===== src/rtl/chan_stream_serializer_if.sv =====
// Stream bundle for chan_stream_serializer: packed multi-channel pixel input side
// and single-word channel stream output side.
interface chan_stream_serializer_if #(
    parameter int DATA_WIDTH = 32,
    parameter int NUM_CH     = 8
);
    localparam int CW = (NUM_CH > 1) ? $clog2(NUM_CH) : 1;

    logic                         valid_in;
    logic [NUM_CH*DATA_WIDTH-1:0] data_in;
    logic                         ready_in;
    logic [DATA_WIDTH-1:0]        data_out;
    logic [CW-1:0]                ch_out;
    logic                         valid_out;
    logic                         ready_out;
    logic                         last_row;
    logic                         last_frame;

    modport master (
        output valid_in, data_in, ready_out,
        input  ready_in, data_out, ch_out, valid_out, last_row, last_frame
    );

    modport slave (
        input  valid_in, data_in, ready_out,
        output ready_in, data_out, ch_out, valid_out, last_row, last_frame
    );
endinterface


===== src/rtl/chan_stream_serializer.sv =====
// Buffers NUM_CH-channel pixels in a small FIFO and replays them one channel per
// cycle, tagging row/frame ends and stopping with a done pulse after NUM_IMG frames.
module chan_stream_serializer #(
    parameter int DATA_WIDTH = 32,
    parameter int NUM_CH     = 8,
    parameter int WIDTH      = 224,
    parameter int HEIGHT     = 224,
    parameter int NUM_IMG    = 1,
    parameter int FIFO_DEPTH = 4
) (
    input  logic                     clk,
    input  logic                     resetn,
    chan_stream_serializer_if.slave  bus,
    output logic                     done,
    output logic                     err
);
    localparam int CW    = (NUM_CH > 1) ? $clog2(NUM_CH) : 1;
    localparam int AW    = $clog2(FIFO_DEPTH);
    localparam int CNT_W = AW + 1;
    localparam int COL_W = (WIDTH > 1) ? $clog2(WIDTH) : 1;
    localparam int ROW_W = (HEIGHT > 1) ? $clog2(HEIGHT) : 1;
    localparam int IMG_W = (NUM_IMG > 1) ? $clog2(NUM_IMG) : 1;

    typedef enum logic {
        RUN,
        DONE
    } state_t;

    state_t state_q, state_d;

    logic [NUM_CH*DATA_WIDTH-1:0] mem [FIFO_DEPTH];
    logic [AW-1:0]    wr_ptr_q, rd_ptr_q;
    logic [CNT_W-1:0] count_q;
    logic [CW-1:0]    ch_q;
    logic [COL_W-1:0] col_q;
    logic [ROW_W-1:0] row_q;
    logic [IMG_W-1:0] img_q;
    logic             done_q, err_q;

    logic full, empty, in_run, ready_int, valid_int;
    logic push, accept, pop, frame_end, final_word;
    logic last_ch, last_col, last_row_idx, last_img;
    logic [NUM_CH*DATA_WIDTH-1:0] head;
    logic [DATA_WIDTH-1:0]        data_word;

    // Handshakes are suppressed while reset is held so nothing moves in the reset cycle.
    assign full      = (count_q == CNT_W'(FIFO_DEPTH));
    assign empty     = (count_q == '0);
    assign in_run    = !resetn && (state_q == RUN);
    assign ready_int = in_run && !full;
    assign valid_int = in_run && !empty;

    assign push         = bus.valid_in && ready_int;
    assign accept       = valid_int && bus.ready_out;
    assign last_ch      = (ch_q == CW'(NUM_CH - 1));
    assign last_col     = (col_q == COL_W'(WIDTH - 1));
    assign last_row_idx = (row_q == ROW_W'(HEIGHT - 1));
    assign last_img     = (img_q == IMG_W'(NUM_IMG - 1));
    assign pop          = accept && last_ch;
    assign frame_end    = pop && last_col && last_row_idx;
    assign final_word   = frame_end && last_img;

    always_ff @(posedge clk) begin
        if (resetn) begin
            state_q <= RUN;
        end else begin
            state_q <= state_d;
        end
    end

    always_comb begin
        state_d = state_q;
        case (state_q)
            RUN:     if (final_word) state_d = DONE;
            DONE:    state_d = DONE;
            default: state_d = RUN;
        endcase
    end

    always_ff @(posedge clk) begin
        if (push) begin
            mem[wr_ptr_q] <= bus.data_in;
        end
    end

    always_ff @(posedge clk) begin
        if (resetn) begin
            wr_ptr_q <= '0;
            rd_ptr_q <= '0;
            count_q  <= '0;
            ch_q     <= '0;
            col_q    <= '0;
            row_q    <= '0;
            img_q    <= '0;
            done_q   <= 1'b0;
            err_q    <= 1'b0;
        end else begin
            if (push) begin
                wr_ptr_q <= wr_ptr_q + AW'(1);
            end
            if (pop) begin
                rd_ptr_q <= rd_ptr_q + AW'(1);
            end
            case ({push, pop})
                2'b10:   count_q <= count_q + CNT_W'(1);
                2'b01:   count_q <= count_q - CNT_W'(1);
                default: count_q <= count_q;
            endcase

            // Position counters cascade: channel -> column -> row -> image.
            if (accept) begin
                ch_q <= last_ch ? '0 : ch_q + CW'(1);
            end
            if (pop) begin
                col_q <= last_col ? '0 : col_q + COL_W'(1);
                if (last_col) begin
                    row_q <= last_row_idx ? '0 : row_q + ROW_W'(1);
                end
            end
            if (frame_end) begin
                img_q <= last_img ? '0 : img_q + IMG_W'(1);
            end

            done_q <= final_word;
            if (state_q == DONE && bus.valid_in) begin
                err_q <= 1'b1;
            end
        end
    end

    assign head = mem[rd_ptr_q];

    always_comb begin
        data_word = '0;
        for (int c = 0; c < NUM_CH; c++) begin
            if (ch_q == CW'(c)) begin
                data_word = head[c*DATA_WIDTH +: DATA_WIDTH];
            end
        end
    end

    assign bus.ready_in   = ready_int;
    assign bus.valid_out  = valid_int;
    assign bus.data_out   = valid_int ? data_word : '0;
    assign bus.ch_out     = resetn ? '0 : ch_q;
    assign bus.last_row   = valid_int && last_ch && last_col;
    assign bus.last_frame = valid_int && last_ch && last_col && last_row_idx;
    assign done           = done_q && !resetn;
    assign err            = err_q && !resetn;
endmodule


===== src/flat_wrapper.sv =====
// flat-port wrapper written by rule: the top's interface ports become plain ports
module chan_stream_serializer_flat 
#(
    parameter int DATA_WIDTH = 32,
    parameter int NUM_CH     = 8,
    parameter int WIDTH      = 224,
    parameter int HEIGHT     = 224,
    parameter int NUM_IMG    = 1,
    parameter int FIFO_DEPTH = 4
)
  (clk, resetn, done, err, bus_valid_in, bus_data_in, bus_ready_out, bus_ready_in, bus_data_out, bus_ch_out, bus_valid_out, bus_last_row, bus_last_frame);
  chan_stream_serializer_if #(.DATA_WIDTH(DATA_WIDTH), .NUM_CH(NUM_CH)) bus_i ();
  input  logic clk;
  input  logic resetn;
  output logic done;
  output logic err;
  input wire logic [$bits(bus_i.valid_in)-1:0] bus_valid_in;
  input wire logic [$bits(bus_i.data_in)-1:0] bus_data_in;
  input wire logic [$bits(bus_i.ready_out)-1:0] bus_ready_out;
  output wire logic [$bits(bus_i.ready_in)-1:0] bus_ready_in;
  output wire logic [$bits(bus_i.data_out)-1:0] bus_data_out;
  output wire logic [$bits(bus_i.ch_out)-1:0] bus_ch_out;
  output wire logic [$bits(bus_i.valid_out)-1:0] bus_valid_out;
  output wire logic [$bits(bus_i.last_row)-1:0] bus_last_row;
  output wire logic [$bits(bus_i.last_frame)-1:0] bus_last_frame;
  assign bus_i.valid_in = bus_valid_in;
  assign bus_i.data_in = bus_data_in;
  assign bus_i.ready_out = bus_ready_out;
  assign bus_ready_in = bus_i.ready_in;
  assign bus_data_out = bus_i.data_out;
  assign bus_ch_out = bus_i.ch_out;
  assign bus_valid_out = bus_i.valid_out;
  assign bus_last_row = bus_i.last_row;
  assign bus_last_frame = bus_i.last_frame;
  chan_stream_serializer #(.DATA_WIDTH(DATA_WIDTH), .NUM_CH(NUM_CH), .WIDTH(WIDTH), .HEIGHT(HEIGHT), .NUM_IMG(NUM_IMG), .FIFO_DEPTH(FIFO_DEPTH)) u_core (.clk(clk), .resetn(resetn), .bus(bus_i), .done(done), .err(err));
endmodule

===== config.mk =====
export PLATFORM = sky130hd
export DESIGN_NAME = chan_stream_serializer_flat
export DESIGN_NICKNAME = d
export VERILOG_FILES = /design/src/rtl/chan_stream_serializer_if.sv /design/src/rtl/chan_stream_serializer.sv /design/src/flat_wrapper.sv
export SDC_FILE = /design/constraint.sdc
export NUM_CORES = 1
export LEC_CHECK = 0
export CORE_MARGIN = 2
export CORE_UTILIZATION = 28
export DETAILED_ROUTE_END_ITERATION = 7
export PLACE_DENSITY = 0.53
export SLEW_MARGIN = 20
export SYNTH_ARGS = -nofsm -noshare
export SYNTH_HDL_FRONTEND = slang
export SYNTH_SLANG_ARGS = --single-unit

===== constraint.sdc =====
create_clock -name clk -period 12.25 [get_ports clk]
set_clock_uncertainty 0.15 [all_clocks]
set_input_delay 1.8375 -clock clk [delete_from_list [all_inputs] [get_ports clk]]
set_output_delay 1.8375 -clock clk [all_outputs]
set_load 0.01 [all_outputs]

[Yosys cells after proc, flatten, opt, wreduce, memory -nomap -nowiden]
Memory sizes are Yosys's and may differ from the RTL's. A register that Yosys moved wholly into a read port is not among the register bits.
Cells that the tools add are included.
Word-level totals
  bits in registers: 30
  word-level logic and storage cells: 76
  input port bits: 260
  memories: 1
  output and inout port bits: 41
  memory bits (writable): 1024
Memory list
  u_core.mem: words 4, width 256, rd ports 1, clocked after Yosys merged registers in 1, wr ports 1, RTL line chan_stream_serializer.sv:31  | logic [NUM_CH*DATA_WIDTH-1:0] mem [FIFO_DEPTH];
Cells by class
  reductions and logical operators: 22
  equal/unequal tests: 12
  bitwise operators: 2
  muxes and demuxes: 21
  add/subtract/negate cells: 8
Operators with widths (count)
  32-bit two-way mux: 9
  8-bit by 1-bit adder with 8-bit output (second input constant): 2
  8-bit == test (second input constant): 2
  8-bit two-way mux: 2
  3-bit == test (second input constant): 5
  1-bit logical AND: 15
  3-bit by 1-bit adder with 3-bit output (second input constant): 2
  3-bit by 2-bit == test with 1-bit output (second input constant): 2
  3-bit logical NOT: 2
  3-bit two-way mux: 2
  3-bit one-hot mux with 2 select lines: 1
  2-bit by 1-bit adder with 2-bit output (second input constant): 2
  1-bit two-way mux: 4
  2-bit two-way mux: 2
  3-bit by 1-bit == test with 1-bit output (second input constant): 1
  1-bit logical NOT: 3
  3-bit by 1-bit subtractor with 3-bit output (second input constant): 1
  2-bit by 1-bit == test with 1-bit output (second input constant): 1
  2-bit == test (second input constant): 1
  1-bit inverter: 2
  1-bit one-hot mux with 2 select lines: 1
  2-bit AND reduction: 1
  2-bit nonzero test: 1
  1-bit adder (second input constant): 1

[Logic depth before layout (Yosys ltp)]
Gate-level depths: netlist of run 1.
  depth in word-level cells: 10
  depth in mapped cells: 12
  mapped depth without buffers: 11

[Worst setup path before layout of run 1]
OpenSTA, ideal clock, no wires.
  path type: input -> register
  start point: input resetn
  end point: memory u_core.mem[0][0] (netlist bit), enable pin
  buffers on the path: 1
  library setup time: 0.649 ns
  arrival time: 8.455 ns
  required time: 11.451 ns
  path slack: 2.995 ns
  stages on the path: 4
  path through: or2_0 -> clkbuf_1 -> a211oi_2 -> and2_1
Between the ends
  word-level cells in the longest chain between the ends: 6
Ends and longest elaborated chain
  start: declaration: RTL line flat_wrapper.sv:14  | input logic resetn;
  1-bit logical NOT: RTL line chan_stream_serializer.sv:49  | assign in_run = !resetn && (state_q == RUN);
  1-bit logical AND: RTL line chan_stream_serializer.sv:49
  1-bit logical AND: RTL line chan_stream_serializer.sv:50  | assign ready_int = in_run && !full;
  1-bit logical AND: RTL line chan_stream_serializer.sv:53  | assign push = bus.valid_in && ready_int;
  1-bit two-way mux: RTL line chan_stream_serializer.sv:81  | if (push) begin
  1-bit two-way mux (not written as such): RTL line chan_stream_serializer.sv:82  | mem[wr_ptr_q] <= bus.data_in;
  end: declaration: RTL line chan_stream_serializer.sv:31
Every way passes these cells.

[Worst setup path in the final report of run 1]
  start point: input resetn
  end point: output bus_data_out[29]
Between the ends
  word-level cells in the longest chain between the ends: 4
Ends and longest elaborated chain
  1-bit logical NOT: RTL line chan_stream_serializer.sv:49
  1-bit logical AND: RTL line chan_stream_serializer.sv:49
  1-bit logical AND: RTL line chan_stream_serializer.sv:51  | assign valid_int = in_run && !empty;
  32-bit two-way mux: RTL line chan_stream_serializer.sv:144  | assign bus.data_out = valid_int ? data_word : '0;
  end: declaration: RTL line flat_wrapper.sv:21  | output wire logic [$bits(bus_i.data_out)-1:0] bus_data_out;
Every way passes these cells.

==> results of run 1 <==
worst max-delay path by stage:
stage | cells past startpoint | end | slack, ns
floorplan | 4 | u_core.mem[0][0]$_DFFE_PP_ | 3.00
global placement | 8 | bus_data_out[21] | 4.46
detailed placement | 8 | bus_data_out[22] | 4.51
CTS | 8 | bus_data_out[22] | 4.51
global route | 8 | bus_data_out[13] | 4.35
finish | 8 | bus_data_out[29] | 4.48
per-stage QoR:
step                      area [um^2]  instances  total power [W]  util [%]
after CTS                       50000       4231          0.00819      34.8
after detailed placement        45900       4018          0.00447      31.9
after floorplan                 40700       1884          0.00427         -
after global placement          45900       4018          0.00446      31.9
after global routing            50000       4233          0.00835      34.8
final                           50000       4235          0.00810      34.8
layout by cell type, fill, tap and decap left out, types with 16 or more instances in the layout:
cell             Yosys  routed
clkbuf_16            0     115
inv_1               16      16
mux4_2             224     224
nor2_1              17      17
dfxtp_1             31      29
edfxtp_1          1024    1024
buf_4               12      40
o31ai_1             34      34
clkinv_2             0      17
a22oi_1             33      33
o22ai_1             65      65
bufinv_16            0      24
a2111oi_1           30      28
clkdlybuf4s50_1      0     300
a22o_1              64      64
o21ai_0             33      33
mux2i_1             65      65
area by class of cell:
class	count	share of cell area [%]
diodes	4	0.0200
clock buffers	132	5.92
clock inverters	81	2.27
inverters	16	0.120
multi-input cells	699	17.4
flip-flops and latches	1055	62.7
well taps	1903	4.76
repair buffers	345	6.80
registers in the layout (all words and copies together) (netlist names), 2 cells and up, named ones only:
| register | cells |
|---|---|
| u_core.wr_ptr_q | 2 |
| u_core.row_q | 8 |
| u_core.col_q | 8 |
| u_core.ch_q | 3 |
| u_core.count_q | 3 |
| u_core.mem | 1024 |
| u_core.rd_ptr_q | 2 |
power by group:
| part | total, W | leakage, nW | switching [W] | internal [W] |
|---|---|---|---|---|
| sequential | 0.00406 | 9.55 | 0.0000169 | 0.00404 |
| combinational | 0.000333 | 3.51 | 0.000185 | 0.000149 |
| clock | 0.00371 | 1.96 | 0.00146 | 0.00225 |
| total | 0.00810 | 15.0 | 0.00166 | 0.00644 |
cell families after synthesis:
group / count (synthesis) / synth area share, %
simple gates: 98 / 1.34
flops: 1055 / 77.1
fa+ha+maj: 14 / 0.449
compound gates: 287 / 5.24
mux: 289 / 14.0
xor+xnor: 11 / 0.237
buf+inv: 130 / 1.57
layer usage:
metal,up-vias,track usage [%]
met5,-,0
li1,8785,-
met3,181,4.05
met2,637,25.2
met4,34,3.68
met1,10918,19.5
critical path, cell delays in order:
cell             delay (ns)
clkdlybuf4s50_1        0.40
buf_4                  0.25
or2_0                  0.41
a2111oi_4              0.91
buf_4                  0.62
o21ai_0                0.22
o31ai_1                0.37
clkdlybuf4s50_1        0.69
==> results summary, run 1 <==
The run finished with clean final reports. The mapped cell area is between 40000 and 50000 um^2. The number of clock sinks came out at approximately 1100. The setup path with the least slack is of type in -> out.

Routed signal wires occupy layers up through met5. The total vias in the final route came out at roughly 21000. The worst setup path is captured at an output pin. In this run, synthesis produced a sequential element count of around 1100.

For the pin with the worst max-slew slack, the measured transition is 1.10 ns. The post-synthesis net count came out at 2158. The routed length on met3 came out at between 7 and 8 mm. The hold path endpoint is u_core.col_q[1]$_SDFFE_PP0P_. TritonCTS built the clock tree. The worst setup path is launched from a primary input. Ranked by total cell area, the synthesized netlist is headed by edfxtp_1 76%, mux4_2 12%, mux2i_1 1.6%. Timing analysis after detailed placement gives a worst setup slack of approximately 4.5 ns.

The areal power density over the cells is ~160 nW/um^2. After floorplanning, the core was divided into approximately 140 placement rows. Sorting the synthesized cells by how often they occur yields 1024 x edfxtp_1, 224 x mux4_2, 66 x clkbuf_1. The static leakage power is 15.0 nW. Counting flops with an async set or reset pin after synthesis yields a share of 0%. The detail route stage leaves a number of antenna-violating nets equal to 0.

The fraction of layout instances using a drive strength above 1 is between 20% and 30%. The total area of sequential cells is between 30000 and 40000 um^2. The overall overflow remaining after global route came out at 0. The clock-pin slew reported for the worst setup and hold paths after clock tree synthesis came out at 0.06 ns. The footprint of the multi-input gates came out at between 8000 and 9000 um^2. The final layout net count is 2505.

After detailed routing, the average wire length per cell comes to approximately 27 um. The final-layout fill cell count came out at ~13000. The via-per-instance ratio came out at slightly below 5. The synthesized instance count is approximately 1900. The worst-case IR drop observed on VDD is around 0.12 mV. The number of global-route vias before repair is 21653. CTS placed an instance of clkbuf_16 at the clock tree root. The area of the core is ~140000 um^2.

Gates resized during post-CTS repair numbered 0. The period utilization is a little under two thirds. The endpoint identified for the worst register-to-register timing path is u_core.mem[1][255]$_DFFE_PP_. Setup repair after global routing left no endpoint under its margin.

Across all register-to-register paths, the minimum setup slack is roughly 8.1 ns. The number of max-capacitance violations reported came out at 0. The number of distinct standard cells referenced by the synthesized netlist came out at 54. In this run the most critical hold path is launched from u_core.col_q[1]$_SDFFE_PP0P_. Among all flip-flop cells after synthesis, the most frequent one is edfxtp_1. The launching point of the worst reg2reg path is u_core.state_q$_SDFF_PP0_. The aggregate negative setup slack is 0 ns. The detailed-placement wirelength estimate came out at 69.7 mm. The first-pass iteration count of the detailed router came out at 5. In this run the worst setup path begins at resetn. The worst endpoint data arrival time is a little under 6 ns. The worst hold path belongs to the class reg -> reg. The total routing resource utilization after global routing came out at 15.1%. The count of input and output buffers is 300. The top achievable clock speed is about 130 MHz.

The synthesized area divided by synthesized cell count is ~22 um^2. The post-CTS setup buffer count came out at 0. The largest net degree at the start of global routing is around 130. The number of cells on the worst reg-to-reg path is 5.

The routed design uses approximately 56 mm of met2 wire. The worst-skew pair later-pin latency is ~0.7 ns. Setup violations remaining at the end of the flow were counted as 0. The die outline height came out at about 390 um. The buffer levels on the longest clock path is 3. edfxtp_1 takes more of the synthesized area than any other cell. The synthesis warning total came out at 0. The floorplan step defined a die boundary enclosing 148000 um^2.

The violation count after the first detailed-routing iteration came out at between 1500 and 2000. The starting density of the core came out at approximately 28%. At the worst endpoint, the required time is between 10 and 15 ns. In this run the number of H-tree levels came out at 3. The worst path in the final design needs a cycle of approximately 7.8 ns, including I/O delays and setup. The final routed wirelength across all metal layers came out at about 110 mm. The worst hold path passes through 2 cells. The number of enable-type register cells in the synthesized netlist came out at 1024. The number of antenna violations at the first check in global routing is 33. The sequential area share after synthesis came out at a little under 80%. Summed over its instances, the top area cell type makes up about 76% of the synthesized netlist area. The max-slew violation count came out at 0. The horizontal die dimension came out at 385 um. The routability congestion estimate came out at roughly 0.73.

After detailed routing, the number of remaining DRC violations is 0. The worst setup margin came out at 4.48 ns. Final hold analysis gives a worst-case slack of between 0.3 and 0.4 ns. The number of buffers created by CTS is between 100 and 150. The final hold violation count is 0. The wire length of the first global-routing pass came out at approximately 160 mm.

The worst-path maximum fanout is 38. The number of ports placed on the die boundary is 301. After clock tree synthesis, the flow added hold-fix buffers numbering 0.

The relative max-transition margin is between 20% and 30%. Among all cell types in the netlist, the one instantiated most often is edfxtp_1. The area growth from synthesis to layout is 23.1%. The routed metal-1 wire length is between 40 and 50 mm.
(Power assumes the default switching activity.)
==> run 2: changes to the inputs <==
- PLACE_DENSITY: 0.53 -> 0.55
- clock period: 12.25 -> 6.4 ns (I/O delays scaled with it)
==> run 2 against run 1 <==
  * Clock-buffer cell count is 4 higher
  * Wire length up 0.82%
  * Largest power group unchanged
  * Worst setup slack got worse by 3.7 ns
  * Hold slack worse by 0.013 ns
  * Highest routed layer unchanged
  * Critical endpoint is now bus_data_out[19]
==> results summary, run 2 (synthesis gave the netlist of run 1 again) <==
The flow ran to the end, and the final reports show no timing, DRC or antenna violations. The final routed wirelength across all metal layers is 114 mm (+0.82%). The number of antenna violations at the first check in global routing came out at 34 (+3.0%).

The count of hold buffers inserted by post-cts repair came to 0 (unchanged). The via-per-instance ratio is 4.90 (+0.87%). The total routing resource utilization after global routing came out at 15.2% (+0.066 points). The remaining antenna violation count came out at 0 (unchanged).

The aggregate negative setup slack was 0 ns (unchanged). Setup repair after global routing left no endpoint under its margin. The routability congestion estimate came out at 0.769 (+5.5%). The footprint of the multi-input gates came to 8700 um^2 (-0.11%).

The floorplan die area is 148000 um^2 (unchanged). The total area of sequential cells is 31400 um^2 (unchanged). The buffer levels on the longest clock path is 3 (unchanged).

The count of input and output buffers is 300 (unchanged). The final layout net count is 2526 (+0.84%). The detailed-placement wirelength estimate is 72.3 mm (+3.8%). The DRC violations left came out at 0 (unchanged). The largest vdd supply drop came out at 0.284 mV (+140%). The transition time at the pin with the least slew margin came to 1.07 ns (-0.0236 ns).

The number of clock sinks came to 1055 (unchanged). The first-pass iteration count of the detailed router is 8 (+3). The overall overflow remaining after global route is 0 (unchanged). The max-slew violation count came out at 0 (unchanged).

The static leakage power was 14.9 nW (-0.92%). The horizontal die dimension came out at 385 um (unchanged). Leaving out fill and tap cells, the most frequent cell in the layout is edfxtp_1. The number of resized instances in the post-cts repair step is 0 (unchanged).

The critical path in this run is classified as reg -> out. The startpoint identified for the worst hold timing path is u_core.col_q[1]$_SDFFE_PP0P_. The launching element type of the critical path is a flip-flop. The number of max-capacitance violations reported is 0 (unchanged).

The final-layout fill cell count is 13299 (-0.33%). TritonCTS built the clock tree. The final core utilization came out at 34.6% (-0.21 points).

u_core.mem holds more flip-flops than any other register. The data required time of the critical path came out at 5.29 ns (-4.97 ns). The die outline height came out at 385 um (unchanged). The largest registers in the layout are u_core.mem: 1024 flops, u_core.col_q: 8 flops, u_core.row_q: 8 flops. The number of buffers created by CTS came out at 113 (-0.88%). The relative max-transition margin is 28.5% (+1.8 points).

The synthesis-to-finish area growth came out at 22.3%. The setup violation total in the final timing report came to 0 (unchanged). For the finished layout, the period the worst path requires is roughly 5.7 ns. The fraction of layout instances using a drive strength above 1 came out at 19.7% (-0.78 points).

The post-CTS setup buffer count was 0 (unchanged). The number of flip-flops under the largest register name came out at 1024 (unchanged). The wire length per cell came to 26.8 um (+0.47%). The number of ports placed on the die boundary came to 301 (unchanged).

In the layout the commonest cells are 1024 x edfxtp_1, 300 x clkdlybuf4s50_1, 224 x mux4_2. The wire length of the first global-routing pass is 161 mm (+0.50%). The H-tree depth reported by CTS was 3 (unchanged). The area of the core came to 144000 um^2 (unchanged). The starting density of the core was 28.3% (unchanged). The largest net degree at the start of global routing is 87 (-35%). Of the available clock period, the critical path in the final layout requires around nine tenths. The tree is rooted in a clkbuf_16. The final hold violation count is 0 (unchanged). The launching point of the worst reg2reg path is u_core.ch_q[2]$_SDFFE_PP0N_. The worst-path maximum fanout is 46 (+21%). The worst-skew pair later-pin latency came to 0.71 ns (about the same). The worst endpoint data arrival time came to 4.56 ns (-1.22 ns). In this run the worst hold path is classified as reg -> reg. The cell row count came out at 139 (unchanged). The areal power density over the cells was 292 nW/um^2 (+80%). The top achievable clock speed came out at 176 MHz. STA classifies the critical path endpoint as an output pin. The violation count after the first detailed-routing iteration is 1719 (+12%).

The clock-pin slew reported for the worst setup and hold paths after clock tree synthesis is 0.06 ns (about the same). The total vias in the final route came out at 20807 (+1.2%). The number of global-route vias before repair is 21537 (-0.54%).
[run 2: cell types whose count changed in the layout (fill, tap and decap cells not counted), moves of 4 or more]
cell and change:
inv_6 -4, bufinv_16 -21, clkinv_1 +18, buf_12 +13, diode_2 +4, clkbuf_1 +7
buf_4 +9, clkinvlp_4 -10
[run 2: area by class of cell]
class | count | area share, %
multi-input combinational | 699 | 17.5
sequential | 1055 | 63.1
antenna | 8 | 0.0403
clock buffer | 136 | 5.90
tap | 1903 | 4.79
clock inverter | 66 | 1.06
inverter | 16 | 0.121
timing repair buffer | 367 | 7.50
[run 2: routing by layer]
metal,routed length (um),GRT usage [%],vias up
li1,-,-,8839
met3,7160,3.77,188
met1,47400,19.6,11088
met2,57100,25.7,660
met5,207,0,-
met4,2120,3.27,32
[run 2: where the power goes]
part | switching [W] | internal [W]
Clock | 0.00269 | 0.00339
Sequential | 0.0000323 | 0.00773
Combinational | 0.000359 | 0.000295
Total | 0.00309 | 0.0114
[run 2: worst max-delay path: stages (launching register included)]
cell and delay (ns):
dfxtp_4 0.71, buf_12 0.27, buf_12 0.35, mux4_2 0.68
a22o_1 0.28, a2111oi_1 0.55, buf_4 0.26, o31ai_1 0.13
clkdlybuf4s50_1 0.54
[run 2: worst paths after layout]
| path | to | slack [ns] | cells after the start |
|---|---|---|---|
| max | bus_data_out[19] | 0.73 | 8 |
| min | u_core.col_q[1]$_SDFFE_PP0P_ | 0.32 | 2 |
| max reg2reg | u_core.count_q[2]$_SDFFE_PP0P_ | 2.95 | 10 |
| min reg2reg | u_core.col_q[1]$_SDFFE_PP0P_ | 0.32 | 2 |
[run 2: stage by stage]
stage | hold slack [ns] | setup slack (ns) | cell area, um^2 | cells | power [W]
floorplan | 0.279 | 0.873 | 40700 | 1884 | 0.00815
global placement | 0.299 | 0.919 | 46200 | 4040 | 0.00855
detailed placement | 0.317 | 0.968 | 46200 | 4040 | 0.00858
CTS | 0.324 | 0.534 | 49700 | 4242 | 0.0147
global route | 0.354 | 0.495 | 49700 | 4244 | 0.0150
finish | 0.320 | 0.733 | 49700 | 4250 | 0.0145
